`src/rtl/os_drain_collector.sv`:
```
// Bottom-row drain collector for an output-stationary array: sequences output_en,
// captures one row of column psums per cycle into a first-word-fall-through FIFO.
module os_drain_collector #(
    parameter int col     = 8,
    parameter int row     = 8,
    parameter int psum_bw = 16,
    parameter int lat     = 1,
    parameter int depth   = 16
) (
    input  logic                     clk,
    input  logic                     reset,
    input  logic                     drain_start,
    input  logic [col*psum_bw-1:0]   in_s,
    output logic                     output_en,
    input  logic                     rd,
    output logic [col*psum_bw-1:0]   out,
    output logic                     o_valid,
    output logic                     o_full,
    output logic                     busy,
    output logic                     done
);

    // state | meaning
    // IDLE  | waiting for drain_start
    // WAIT  | request accepted, waiting for row free FIFO entries
    // DRAIN | output_en high for row+lat cycles, capturing row words
    // DONE  | one-cycle completion pulse
    typedef enum logic [1:0] {IDLE, WAIT, DRAIN, DONE} state_t;

    localparam int aw = $clog2(depth);
    localparam int cw = $clog2(row + lat + 1);
    localparam int dw = col * psum_bw;

    localparam logic [cw-1:0] cap_first = cw'(lat);
    localparam logic [cw-1:0] cap_last  = cw'(lat + row - 1);
    localparam logic [cw-1:0] drain_end = cw'(row + lat - 1);
    localparam logic [aw:0]   depth_c   = (aw+1)'(depth);
    localparam logic [aw:0]   row_c     = (aw+1)'(row);

    state_t         state, state_nx;
    logic [cw-1:0]  cyc;
    logic [aw-1:0]  wr_ptr, rd_ptr;
    logic [aw:0]    occ;
    logic [dw-1:0]  mem [depth];
    logic           free_ok, push, pop;

    assign free_ok = (depth_c - occ) >= row_c;
    assign push    = (state == DRAIN) && (cyc >= cap_first) && (cyc <= cap_last);
    assign pop     = rd && o_valid;

    always_comb begin
        state_nx = state;
        case (state)
            IDLE:    if (drain_start) state_nx = free_ok ? DRAIN : WAIT;
            WAIT:    if (free_ok) state_nx = DRAIN;
            DRAIN:   if (cyc == drain_end) state_nx = DONE;
            DONE:    state_nx = IDLE;
            default: state_nx = IDLE;
        endcase
    end

    always_ff @(posedge clk or negedge reset) begin
        if (!reset) begin
            state     <= IDLE;
            cyc       <= '0;
            output_en <= 1'b0;
        end else begin
            state     <= state_nx;
            cyc       <= (state == DRAIN) ? cyc + cw'(1) : '0;
            output_en <= (state_nx == DRAIN);
        end
    end

    always_ff @(posedge clk or negedge reset) begin
        if (!reset) begin
            wr_ptr <= '0;
            rd_ptr <= '0;
            occ    <= '0;
        end else begin
            if (push) wr_ptr <= wr_ptr + aw'(1);
            if (pop)  rd_ptr <= rd_ptr + aw'(1);
            if (push && !pop)      occ <= occ + (aw+1)'(1);
            else if (pop && !push) occ <= occ - (aw+1)'(1);
        end
    end

    // Storage is not reset; contents are only visible through o_valid.
    always_ff @(posedge clk) begin
        if (push) mem[wr_ptr] <= in_s;
    end

    assign out     = mem[rd_ptr];
    assign o_valid = (occ != '0);
    assign o_full  = (occ == depth_c);
    assign busy    = (state != IDLE);
    assign done    = (state == DONE);

    // Space is reserved before DRAIN, so a push into a full FIFO without a pop is a bug.
    no_overflow: assert property (@(posedge clk) disable iff (!reset) !(push && o_full && !pop));

endmodule
```
`config.mk`:
```
export PLATFORM = sky130hd
export DESIGN_NAME = os_drain_collector
export DESIGN_NICKNAME = d
export VERILOG_FILES = /design/src/rtl/os_drain_collector.sv
export SDC_FILE = /design/constraint.sdc
export NUM_CORES = 2
export LEC_CHECK = 0
export CORE_MARGIN = 3
export CORE_UTILIZATION = 31
export DETAILED_ROUTE_END_ITERATION = 12
export GPL_TIMING_DRIVEN = 1
export PLACE_DENSITY = 0.55
export SLEW_MARGIN = 20
export SYNTH_ARGS = -nofsm -noshare
export SYNTH_HDL_FRONTEND = slang
export SYNTH_SLANG_ARGS = --single-unit
export TNS_END_PERCENT = 30
```
`constraint.sdc`:
```
create_clock -name clk -period 34.3 [get_ports clk]
set_clock_uncertainty 0.1 [all_clocks]
set_input_delay 6.86 -clock clk [delete_from_list [all_inputs] [get_ports clk]]
set_output_delay 6.86 -clock clk [all_outputs]
set_load 0.02 [all_outputs]
```
==> summary.md <==
| Metric | Value |
|---|---|
| Status | complete, no violations |
| DR iter-0 viols | 3252 |
| Max clock buf depth | 3 |
| Utilization after layout | a little under two fifths |
| Max_cap viols | 0 |
| Clock share of power | 27.5% |
| Area of the mapped netlist | 78300 µm² |
| Final period util | 38.2% |
| Crit Path Category | reg -> out |
| Worst path max stage delay | 0.98 ns |
| Syn_area_per_cell | roughly 25 µm² |
| M1 WL | 82.7 mm |
| First-pass iteration count of the detailed router | 5 |
| Final WL | 195 mm |
| Top cells by area, synth | edfxtp_1 (79%), mux4_2 (16%), mux2i_1 (0.95%) |
| Routed wl met2 | 96.7 mm |
| Max IR drop VDD | 0.0764 mV |
| Top FF cell, synth | edfxtp_1 |
| Overflow after GRT | 0 |
| DRC Markers | 0 |
| Post-Syn Nets | 3320 |
| CP Launch Type | register |
| Final setup fails | 0 |
| Cell taking the most area after synthesis | edfxtp_1 |
| DR vias | 35.2k |
| Yosys warning count | 0 |
| Vias in the first global route | 37.2k |
| CTS tree | built |
| Clock transition at path regs | 0.06 ns |
| Vias per inst | roughly 5.0 |
| Power Dens Cells | 91.0 nW/µm² |
| Number of I/O port buffers | 264 |
| Post-DP HPWL | between 90 and 100 mm |
| Setup Fix Bufs, Post-CTS | 0 |
| WP data arrival | 6.13 ns |
| Sw Pwr | around 2.7 mW |
| Most frequent cells in the layout | edfxtp_1 (2048), mux4_2 (567), clkdlybuf4s50_1 (264), clkbuf_16 (217), mux2i_1 (74) |
| Routability Congestion | 0.689 |
| DIE WIDTH | 509 µm |
| Post-synth EDFFs | approximately 2.0k |
| Mapped Cells | 3173 |
| Final Hold Fails | 0 |
| Sw frac | a little under a third |
| CP max stage cell | dfrtp_4 |
| Row count | 183 |
| Maximum clock rate | 76.4 MHz |
| Final Slew Violations | 0 |
| Htree depth | 4 |
| Period minus WS final | roughly 13 ns |
| Setup TNS | 0 ns |
| Largest net degree at the start of global routing | 120 |
| Die area | 259000 µm² |
| Crit end category | output port |
| Max_slew headroom | roughly 22% |
| GRT Total Usage | about 15% |
| # hold bufs at CTS | 0 |
| Sink Count | 2068 |
| Leakage | 28.4 nW |
| Worst min path class | reg -> reg |
| RSZ-0062 raised after global routing | false |
| CP Data Required Time | 27.34 ns |
| Layout cells sized above 1 | 26.4% |
| Clk_lat worst skew | approximately 0.84 ns |
| Post-synth cell types | 38 |
| Cells along the critical path | buf_12, buf_4, buf_4, mux4_2, mux4_2, clkdlybuf4s50_1 |
| Routed wire per std cell | approximately 28 µm |
| Antenna-violating nets left | 0 |
| Max layer used | met5 |
| Most common cell after layout, fill and taps aside | edfxtp_1 |
| Register bit count reported by yosys | 2068 |
| Ys async rst share | 0.967% |
| First-pass GRT wire length | 279 mm |
| Initial Util | between 30% and 40% |
| CTS buffer count | 215 |
| Worst-path maximum fanout | 85 |
| Register area share after synthesis | 79.2% |
| Sequential share of power | 39.8% |
| I/O pins | 265 |
| Share of the synthesized area in the top cell type | 78.5% |
| Clk root buf | clkbuf_16 |
| Syn-to-layout area delta | 17.6% |
| Fin nets | between 3k and 4k |
| Total core area | 250000 µm² |
| Gate power share | around a third |
| Cell-internal power | around 5.7 mW |
| Die Height | 509 µm |
| Resized cells post-CTS | 0 |
| Actual slew at the worst max-slew pin | between 1 and 1.5 ns |
| Initial antenna violation count | 36 |
| Met3 wire length | 11.6 mm |
-- state kept, by name, indices dropped and copies added, names as in the netlist --
name	count
cyc	4
rd_ptr	4
output_en	1
state	2
mem	2048
wr_ptr	4
occ	5
-- metrics by stage --
step	instance area [µm²]	worst slack [ns]	std cells	hold slack, ns	total power [mW]
floorplan	78300	23.32	3173	0.373	5.18
global placement	85000	21.86	6679	0.391	6.20
detailed placement	85000	21.87	6679	0.393	6.22
CTS	92100	20.89	7075	0.402	8.55
global route	92100	20.60	7080	0.436	8.78
finish	92100	21.21	7089	0.398	8.38
-- cell usage after synthesis (2+ instances only) --
master    count
o21ai_0       4
mux2_2        2
ha_1         14
a211oi_1     37
buf_2        49
nor3_1        5
dfrtp_1      20
xnor2_1       9
mux2i_1      74
buf_6        12
a31oi_1      12
xor2_1        3
nor2b_1      39
nand2_1      46
nand4_1       2
and2_1        2
clkbuf_1     46
o221ai_1     24
inv_1         9
a21oi_1      39
buf_1        22
nand2b_1      5
a21o_1        2
mux4_2      567
o22ai_1      13
nor2_1       20
buf_4        38
edfxtp_1   2048
-- cell type report --
class | instances | area [µm²]
Antenna cell | 14 | 35.0
Clock buffer | 250 | 5590
Clock inverter | 146 | 1420
Fill cell | 22554 | 158000
Inverter | 10 | 45.0
Multi-Input combinational cell | 928 | 15500
Sequential cell | 2068 | 62000
Tap cell | 3330 | 4170
Timing Repair Buffer | 343 | 3360
-- critical path, delay by kind of cell (launching register included) --
| family | cells | cell delay [ns] |
|---|---|---|
| mux | 2 | 1.13 |
| buf+inv | 4 | 2.86 |
| flops | 1 | 0.98 |
-- per-layer routing --
layer | vias to the layer above | global-route usage [%]
met5 | - | 0
met4 | 24 | 3.63
met3 | 289 | 3.45
met2 | 936 | 24.8
met1 | 19351 | 20.1
li1 | 14563 | -
-- final timing paths --
| path | cells after the start | slack (ns) | end | from |
|---|---|---|---|---|
| min in group asynchronous | 2 | 6.30 | occ[4] | reset |
| max in group asynchronous | 2 | 27.53 | rd_ptr[0] | reset |
| max reg2reg | 9 | 29.21 | mem[0][61] | cyc[0] |
| min | 1 | 0.40 | occ[4] | occ[4] |
| max | 6 | 21.21 | out[47] | rd_ptr[0] |
| min reg2reg | 1 | 0.40 | occ[4] | occ[4] |
-- kinds of logic (layout without fill, tap and decap cells) --
family	count (synthesis)	after routing	synth area share [%]
AOI/OAI and AO/OA	134	134	1.15
xor gates and xnor gates	12	12	0.134
adders and majority gates	15	15	0.249
buffers and inverters	177	749	1.22
DFF	2068	2068	79.2
muxes	643	643	17.3
other	0	14	0
and+or+nand+nor	124	124	0.775
-- power groups by stage --
| stage | combinational, mW | clock, mW | sequential (mW) |
|---|---|---|---|
| final | 2.74 | 2.31 | 3.34 |
| after global routing | 2.94 | 2.47 | 3.37 |
| after CTS | 2.84 | 2.37 | 3.34 |
| after detailed placement | 2.83 | 0 | 3.39 |
| after global placement | 2.82 | 0 | 3.38 |
| after floorplan | 1.77 | 0 | 3.41 |
(Power assumes the default switching activity.)
